$ cat src/rtl/comp_share_arbiter_pkg.sv
// Shared types and constants for the comparator-sharing arbiter.
package comp_pkg;
  localparam int CW       = 3;
  localparam int MAX_NREQ = 8;

  typedef enum logic {IDLE = 1'b0, EVAL = 1'b1} state_e;

  function automatic logic [MAX_NREQ-1:0] onehot(input int unsigned idx);
    logic [MAX_NREQ-1:0] v;
    v = '0;
    v[idx[2:0]] = 1'b1;
    return v;
  endfunction
endpackage

$ cat src/rtl/comp_share_arbiter_if.sv
// Request/grant/result bundle between the requesters and comp_share_arbiter.
interface comp_share_arbiter_if #(parameter int NREQ = 4);
  localparam int IW = $clog2(NREQ);

  logic [NREQ-1:0]             req;
  logic [NREQ*comp_pkg::CW-1:0] a_in;
  logic [NREQ*comp_pkg::CW-1:0] b_in;
  logic [NREQ-1:0]             gnt;
  logic                        busy;
  logic                        done;
  logic [IW-1:0]               done_id;
  logic                        lt;
  logic                        eq;
  logic                        gt;

  modport master (output req, a_in, b_in,
                  input  gnt, busy, done, done_id, lt, eq, gt);
  modport slave  (input  req, a_in, b_in,
                  output gnt, busy, done, done_id, lt, eq, gt);
endinterface

$ cat src/rtl/comp_share_arbiter_cmp.sv
// Unsigned 3-bit magnitude comparator shared by all requesters.
module comparator_3bit
  import comp_pkg::*;
(
  input  logic [CW-1:0] a,
  input  logic [CW-1:0] b,
  output logic          lt,
  output logic          eq,
  output logic          gt
);
  assign lt = (a <  b);
  assign eq = (a == b);
  assign gt = (a >  b);
endmodule

$ cat src/rtl/comp_share_arbiter_picker.sv
// Winner selection from the request vector; CMP_FIXED_PRIO_EN selects
// lowest-index priority instead of round-robin after ptr.
module rr_picker #(
  parameter int NREQ = 4,
  localparam int IW  = $clog2(NREQ)
) (
  input  logic [NREQ-1:0] req,
  input  logic [IW-1:0]   ptr,
  output logic            valid,
  output logic [IW-1:0]   w
);
  logic [IW-1:0] idx;

`ifdef CMP_FIXED_PRIO_EN
  logic unused_ptr;
  assign unused_ptr = ^ptr;

  always_comb begin
    valid = 1'b0;
    w     = '0;
    idx   = '0;
    for (int i = NREQ - 1; i >= 0; i--) begin
      idx = IW'(i);
      if (req[idx]) begin
        valid = 1'b1;
        w     = idx;
      end
    end
  end
`else
  // Scan from farthest to nearest so the nearest hit after ptr wins.
  always_comb begin
    valid = 1'b0;
    w     = '0;
    idx   = '0;
    for (int i = NREQ; i >= 1; i--) begin
      idx = IW'((int'(ptr) + i) % NREQ);
      if (req[idx]) begin
        valid = 1'b1;
        w     = idx;
      end
    end
  end
`endif
endmodule

$ cat src/rtl/comp_share_arbiter.sv
// Arbitrates NREQ requesters onto one comparator_3bit; registered flags + done.
// Build option CMP_FIXED_PRIO_EN: fixed lowest-index priority, ptr frozen.
module comp_share_arbiter
  import comp_pkg::*;
#(
  parameter int NREQ = 4
) (
  input  logic                 clk,
  input  logic                 rst,
  comp_share_arbiter_if.slave  bus
);
  localparam int IW = $clog2(NREQ);

  state_e          state_q, state_d;
  logic            load, finish;
  logic            pick_vld;
  logic [IW-1:0]   pick_w;
  logic [IW-1:0]   ptr_q, w_q, done_id_q;
  logic [CW-1:0]   opa_q, opb_q;
  logic            cmp_lt, cmp_eq, cmp_gt;
  logic            lt_q, eq_q, gt_q, done_q;
  logic [MAX_NREQ-1:0] oh_full;

  rr_picker #(.NREQ(NREQ)) u_pick (
    .req   (bus.req),
    .ptr   (ptr_q),
    .valid (pick_vld),
    .w     (pick_w)
  );

  comparator_3bit u_cmp (
    .a  (opa_q),
    .b  (opb_q),
    .lt (cmp_lt),
    .eq (cmp_eq),
    .gt (cmp_gt)
  );

  always_ff @(posedge clk or posedge rst) begin
    if (rst) state_q <= IDLE;
    else     state_q <= state_d;
  end

  always_comb begin
    state_d = state_q;
    load    = 1'b0;
    finish  = 1'b0;
    case (state_q)
      IDLE: if (pick_vld) begin
        load    = 1'b1;
        state_d = EVAL;
      end
      EVAL: begin
        finish  = 1'b1;
        state_d = IDLE;
      end
      default: state_d = IDLE;
    endcase
  end

  always_ff @(posedge clk or posedge rst) begin
    if (rst) begin
      ptr_q     <= IW'(NREQ - 1);
      w_q       <= '0;
      opa_q     <= '0;
      opb_q     <= '0;
      done_q    <= 1'b0;
      done_id_q <= '0;
      lt_q      <= 1'b0;
      eq_q      <= 1'b0;
      gt_q      <= 1'b0;
    end else begin
      done_q <= finish;
      if (load) begin
        w_q   <= pick_w;
        opa_q <= bus.a_in[32'(pick_w)*CW +: CW];
        opb_q <= bus.b_in[32'(pick_w)*CW +: CW];
      end
      if (finish) begin
        lt_q      <= cmp_lt;
        eq_q      <= cmp_eq;
        gt_q      <= cmp_gt;
        done_id_q <= w_q;
`ifndef CMP_FIXED_PRIO_EN
        ptr_q     <= w_q;
`endif
      end
    end
  end

  // Grant is the latched winner decoded for the whole EVAL cycle.
  assign oh_full = (state_q == EVAL) ? onehot(32'(w_q)) : '0;

  if (NREQ < MAX_NREQ) begin : g_unused_oh
    logic [MAX_NREQ-NREQ-1:0] unused_oh;
    assign unused_oh = oh_full[MAX_NREQ-1:NREQ];
  end

  assign bus.gnt     = oh_full[NREQ-1:0];
  assign bus.busy    = (state_q == EVAL);
  assign bus.done    = done_q;
  assign bus.done_id = done_id_q;
  assign bus.lt      = lt_q;
  assign bus.eq      = eq_q;
  assign bus.gt      = gt_q;
endmodule
$ cat src/flat_wrapper.sv
// flat-port wrapper written by rule: the top's interface ports become plain ports
module comp_share_arbiter_flat import comp_pkg::*;
#(
  parameter int NREQ = 4
)
  (clk, rst, bus_req, bus_a_in, bus_b_in, bus_gnt, bus_busy, bus_done, bus_done_id, bus_lt, bus_eq, bus_gt);
  comp_share_arbiter_if #(.NREQ(NREQ)) bus_i ();
  input  logic clk;
  input  logic rst;
  input wire logic [$bits(bus_i.req)-1:0] bus_req;
  input wire logic [$bits(bus_i.a_in)-1:0] bus_a_in;
  input wire logic [$bits(bus_i.b_in)-1:0] bus_b_in;
  output wire logic [$bits(bus_i.gnt)-1:0] bus_gnt;
  output wire logic [$bits(bus_i.busy)-1:0] bus_busy;
  output wire logic [$bits(bus_i.done)-1:0] bus_done;
  output wire logic [$bits(bus_i.done_id)-1:0] bus_done_id;
  output wire logic [$bits(bus_i.lt)-1:0] bus_lt;
  output wire logic [$bits(bus_i.eq)-1:0] bus_eq;
  output wire logic [$bits(bus_i.gt)-1:0] bus_gt;
  assign bus_i.req = bus_req;
  assign bus_i.a_in = bus_a_in;
  assign bus_i.b_in = bus_b_in;
  assign bus_gnt = bus_i.gnt;
  assign bus_busy = bus_i.busy;
  assign bus_done = bus_i.done;
  assign bus_done_id = bus_i.done_id;
  assign bus_lt = bus_i.lt;
  assign bus_eq = bus_i.eq;
  assign bus_gt = bus_i.gt;
  comp_share_arbiter #(.NREQ(NREQ)) u_core (.clk(clk), .rst(rst), .bus(bus_i));
endmodule
$ cat config.mk
export PLATFORM = sky130hd
export DESIGN_NAME = comp_share_arbiter_flat
export DESIGN_NICKNAME = d
export VERILOG_FILES = /design/src/rtl/comp_share_arbiter_pkg.sv /design/src/rtl/comp_share_arbiter_if.sv /design/src/rtl/comp_share_arbiter_cmp.sv /design/src/rtl/comp_share_arbiter_picker.sv /design/src/rtl/comp_share_arbiter.sv /design/src/flat_wrapper.sv
export SDC_FILE = /design/constraint.sdc
export NUM_CORES = 1
export LEC_CHECK = 0
export BUFFER_PORTS_ARGS = -buffer_cell sky130_fd_sc_hd__buf_4
export CORE_ASPECT_RATIO = 0.75
export CORE_MARGIN = 3
export CORE_UTILIZATION = 44
export CTS_BUF_LIST = sky130_fd_sc_hd__clkbuf_8
export DETAILED_ROUTE_END_ITERATION = 8
export PLACE_DENSITY = 0.78
export RECOVER_POWER = 25
export SYNTH_ARGS = -nofsm -noshare
export SYNTH_HDL_FRONTEND = slang
export SYNTH_SLANG_ARGS = --single-unit
$ cat constraint.sdc
create_clock -name clk -period 1.73 [get_ports clk]
set_clock_uncertainty 0.15 [all_clocks]
set_input_delay 0.173 -clock clk [delete_from_list [all_inputs] [get_ports clk]]
set_output_delay 0.173 -clock clk [all_outputs]
set_load 0.05 [all_outputs]
After elaboration in Yosys (flattened, before gate mapping)
Cells that the tools add are included.
{ "classes": {"n_addsub": 4, "mul": 1, "n_div": 0, "order_cmp": 8, "eq_ne": 1, "shifts": 2, "mux": 23, "bitwise": 1, "reduce_logical": 1} }
{ "ops": {"columns": ["op", "n"], "rows": [
  ["$shiftx A12 B5 Y3", 2],
  ["$lt A2 B3 Y1 const B", 4],
  ["$mux W1", 12],
  ["$bmux W1 S2", 4],
  ["$mux W2", 4],
  ["$add A2 B1 Y2 const B", 2],
  ["$add A2 B2 Y2 const B", 2],
  ["$lt A2 B4 Y1 const B", 1],
  ["$mul A2 B2 Y4 const B", 1],
  ["$mux W4", 1],
  ["$eq A3 B3 Y1", 1],
  ["$gt A3 B3 Y1", 1],
  ["$lt A3 B3 Y1", 1],
  ["$demux W1 S2", 1],
  ["$ge A2 B1 Y1 const B", 1],
  ["$pmux W1 S2", 1],
  ["$logic_and A1 B1 Y1", 1],
  ["$not A1 Y1", 1]
]} }
{ "word_totals": {"ff_bits": 17, "latchBits": 0, "ramBits": 0, "mem_bits_ro": 0, "input_bits": 30, "output_inout_bits": 11, "wordCells": 51, "mem_count": 0} }

Depth between registers and ports, before layout
{ "logic_depth": {"word_depth": 9, "depth_mapped": 7, "ltp_nobuf": 7} }

Hierarchy
From an unflattened synthesis, not the netlist that was laid out.
{ "hier_totals": {"hier_cells": 79, "area_unflattened_um2": 987.2} }
{ "by_module_without_submodules": {"columns": ["mod", "n_inst", "cells_per_inst", "area_each_um2", "seq_area_each_um2"], "rows": [
  ["comp_share_arbiter", 1, 54, 812.0, 427.9],
  ["rr_picker", 1, 14, 91.3, 0.0],
  ["comparator_3bit", 1, 11, 83.8, 0.0]
]} }

Worst setup path before layout
OpenSTA, ideal clock, no wires.
{ "synth_path": {"path_type": "register to output", "startpoint": "reg u_core.state_q, in the netlist u_core.bus.busy", "endpoint": "out bus_gnt[0]", "t_arrival_ns": 2.158, "required_ns": 1.407, "setup_slack_ns": -0.751, "path_stages_with_launch": 3, "path_buffers": 1, "cell_sequence": "dfrtp_1 > clkbuf_1 > nor3b_1"} }
{ "synth_via": {"elab_chain_cells": 1} }
{ "synth_lines": {"columns": ["item", "line_no", "text"], "rows": [
  ["from (decl)", "comp_share_arbiter.sv:14", "state_e state_q, state_d;"],
  ["from (signal assigned)", "comp_share_arbiter.sv:41", "else state_q <= state_d;"],
  ["$mux W4", "comp_share_arbiter.sv:92", "assign oh_full = (state_q == EVAL) ? onehot(32'(w_q)) : '0;"],
  ["to (decl)", "flat_wrapper.sv:13", "output wire logic [$bits(bus_i.gnt)-1:0] bus_gnt;"]
]} }
Every way passes these cells.

Worst setup path after layout
{ "layout_path": {"startpoint": "reg u_core.ptr_q[0]", "endpoint": "reg u_core.opb_q[1]"} }
{ "layout_via": {"elab_chain_cells": 9, "elab_cells_between_ends": 24, "cone_classes": "4 x add/sub; 1 x mul; 1 x shift; 18 x mux"} }
{ "layout_lines": {"columns": ["item", "line_no", "text"], "rows": [
  ["from (decl)", "comp_share_arbiter.sv:18", "logic [IW-1:0] ptr_q, w_q, done_id_q;"],
  ["from (signal assigned)", "comp_share_arbiter.sv:63", "ptr_q <= IW'(NREQ - 1);"],
  ["from (signal assigned)", "comp_share_arbiter.sv:85", "ptr_q <= w_q;"],
  ["$add A2 B1 Y2", "comp_share_arbiter_picker.sv:37", "idx = IW'((int'(ptr) + i) % NREQ);"],
  ["$bmux W1 S2", "comp_share_arbiter_picker.sv:38", "if (req[idx]) begin"],
  ["$mux W1 (not written as such)", "comp_share_arbiter_picker.sv:38", null],
  ["$mux W2 or $mux W1 (tied branches) (4 in series)", "comp_share_arbiter_picker.sv:38", null],
  ["$mul A2 B2 Y4 or $mux W1 (tied branches)", "comp_share_arbiter.sv:77, comp_share_arbiter.sv:49", null],
  ["$shiftx A12 B5 Y3 or $mux W1 (tied branches)", "comp_share_arbiter.sv:77, comp_share_arbiter.sv:48", null],
  ["to (signal assigned)", "comp_share_arbiter.sv:77", "opb_q <= bus.b_in[32'(pick_w)*CW +: CW];"],
  ["to (decl)", "comp_share_arbiter.sv:19", "logic [CW-1:0] opa_q, opb_q;"]
]} }
Several ways; a longest one is shown, not always the timed one. The select of a mux whose other input is x is not followed.
A chain may end at the register's enable or synchronous reset.

==> flow_metrics.tcl <==
set metrics [dict create \
    status "finished with violations" \
    violations "negative setup slack" \
    row_count 13 \
    worstReg2RegEnd "u_core.opb_q[1]" \
    clock_sink_count 17 \
    seq_area_um2 427.9 \
    crit_slowest_cell "dfstp_2" \
    gp_congestion 0.7017 \
    ys_top_cells_by_count "dfrtp_1 (15), mux2i_1 (12), nand2_1 (12)" \
    rr_worst_depth 6 \
    tightest_slew_ns 0.6171 \
    detail_route.first_pass.iterations 4 \
    finalWorstSetupSlack_ns -0.04193 \
    drv_cap 0 \
    slew_headroom 0.5882 \
    grt_usage 0.1800 \
    ys_seq_area_frac 0.4459 \
    wl_per_cell_um 14.69 \
    power.density_nw_per_um2 1737 \
    rrSetupSlack_ns -0.04 \
    clkTransAtPathRegs_ns 0.06 \
    antenna_cells 0 \
    maxSlewViolCount 0 \
    rsz0062_at_grt "true" \
    crit_required_ns 1.69 \
    cp-start-kind "flop" \
    netlist.top_cell.by_area "dfrtp_1" \
    synthArstFlopShare 1.000 \
    initial_core_util 0.5086 \
    grt_antenna_before_repair 0 \
    critical_path_class "flop to flop" \
    crit_end "u_core.opb_q[1]" \
    totalWireLength_mm 2.394 \
    finalSetupViolations 6 \
    numCtsBuffers 3 \
    leakage_nw 0.6994 \
    holdWs_ns 0.07160 \
    setup_tns_ns -0.1382 \
    h-tree-depth 1 \
    die_h_um 46.45 \
    drt-vias-per-instance 5.252 \
    core_area_um2 1887 \
    route.antenna.remaining_nets 0 \
    drt-initial-drc-count 32 \
    yosys.area.top_type_share 0.3911 \
    finalInstanceArea_um2 1408 \
    timing.rr.start "u_core.ptr_q[0]" \
    n_fill_cell 138 \
    die_area_um2 2783 \
    multi_input_comb_area_um2 526.8 \
    die_x_um 59.93 \
    clk_latency_ns 0.25 \
    synthFlopType "dfrtp_1" \
    grt_pass1_wl_mm 3.622 \
    max_freq_mhz 564.4 \
    crit_chain "nand2b_4, a21oi_4, nor3_4, buf_12, mux2i_2, o221ai_1" \
    cts_tree "built" \
    drcViolationCount 0 \
    yosys-top-cells-area "dfrtp_1 (39%), mux2i_1 (13%), o221ai_1 (6.4%)" \
    drive_above_1_share 0.4184 \
    place_area_um2 1331 \
    grt_pass1_vias 801 \
    max_stage_delay_ns 0.55 \
    syn_area_um2 959.7 \
    ys_ff_latch 17 \
    dpl.hpwl_mm 1.839 \
    io_buffers 40 \
    path_max_fanout 13 \
    endpoint_kind "flop" \
    synth_edf_count 0 \
    utilization 0.7460 \
    syn_nets 129 \
    clock-root-buffer "clkbuf_8" \
    cts_buffer_depth 2 \
    grt-ovfl-total 0 \
    vias 856 \
    area_delta_synth_final_pct 46.68 \
    nNetsFinal 175 \
    ys_types 26 \
    io_pins 41 \
    fin_crit_sh 1.024 \
    arrival_ns 1.74 \
    synth.avg_cell_area_um2 9.997 \
    synth_warnings 0 \
    startpoint "u_core.ptr_q[0]" \
    synthMostInstantiatedCell "dfrtp_1" \
    netlist_instances 96 \
    ir_drop_uv 1276 \
    finalHoldViolations 0 \
    grt_max_degree 18 \
    min_period_ns 1.772 \
    hp-class "input pin to flop" \
]
layout make-up:
type	count	share of cell area
Sequential cell	17	0.3040
Tap cell	22	0.01956
Multi-Input combinational cell	64	0.3742
Inverter	11	0.02933
Clock inverter	1	0.003556
Clock buffer	3	0.02933
Timing Repair Buffer	45	0.2400
per-stage QoR:
| stage | power [mW] | instances | setup WS (ns) |
|---|---|---|---|
| after global routing | 2.594 | 163 | -0.1068 |
| after detailed placement | 2.098 | 157 | -0.04838 |
| after global placement | 2.028 | 157 | 0.02908 |
| final | 2.444 | 163 | -0.04193 |
| after CTS | 2.436 | 163 | -0.03589 |
| after floorplan | 1.694 | 96 | -0.1025 |
flip-flops by register name, summed over array words and instances, names as in the netlist:
name,flops
u_core.bus.done,1
u_core.ptr_q,2
u_core.bus.done_id,2
u_core.opb_q,3
u_core.w_q,2
u_core.bus.lt,1
u_core.bus.eq,1
u_core.opa_q,3
u_core.bus.gt,1
u_core.bus.busy,1
repair_timing:
| action | CTS | global route |
|---|---|---|
| hold buffers | 1 | 0 |
| pin swaps | 1 | 0 |
| endpoints found under the setup margin | 7 | 7 |
| gates resized for setup | 1 | 3 |
| setup buffers | 1 | 0 |
| endpoints found under the hold margin | 15 | 0 |
cell usage in the layout, fill, tap and decap left out, drive strengths merged, types with 3 or more instances in the layout:
cell    synthesis  final
a21oi           3      3
mux2i          12     12
dfrtp          15     15
buf             1     40
nand2b          4      4
inv            11     11
o221ai          7      7
nor2            4      4
ha              3      3
nand2          12     12
o21ai           6      6
clkbuf          3      7
power breakdown:
group | internal, mW | switching (mW) | total [mW] | leakage [nW]
combinational | 0.590 | 0.828 | 1.42 | 0.470
clock | 0.160 | 0.129 | 0.289 | 0.0255
sequential | 0.592 | 0.147 | 0.738 | 0.204
total | 1.34 | 1.10 | 2.44 | 0.699
cells by family (layout without fill, tap and decap cells):
family	count (synthesis)	in the layout	synth area share
buf+inv	15	60	0.07040
mux	14	14	0.1486
compound gates	19	19	0.1408
simple gates	28	28	0.1552
fa+ha+maj	3	3	0.03912
flops	17	17	0.4459
worst min path at each step:
stage,startpoint,endpoint,depth (start not counted),slack (ns)
3_3_place_gp,rst,u_core.bus.done_id[0],2,0.14
3_5_place_dp,rst,u_core.bus.done_id[0],2,0.15
4_1_cts,bus_a_in[5],u_core.opa_q[2],3,0.06
5_1_grt,bus_a_in[4],u_core.opa_q[1],3,0.09
6_report,bus_a_in[5],u_core.opa_q[2],3,0.07
2_1_floorplan,rst,u_core.bus.busy,1,-0.05
critical path: cells and delay by family, from the launching register on:
family / cells / cell delay (ns)
mux: 1 / 0.21
simple gates: 2 / 0.35
flops: 1 / 0.55
compound gates: 2 / 0.19
buf+inv: 1 / 0.18
metal layers:
layer | wire [µm] | track usage | part of all wire | vias up
li1 | - | - | - | 426
met1 | 1029 | 0.2500 | 0.43 | 390
met2 | 1159 | 0.2802 | 0.48 | 38
met3 | 194 | 0.05042 | 0.081 | 2
met4 | 10 | 0.03982 | 0.0042 | 0
met5 | 0 | 0 | 0 | -
No activity file was read; power rests on OpenSTA's default activity.
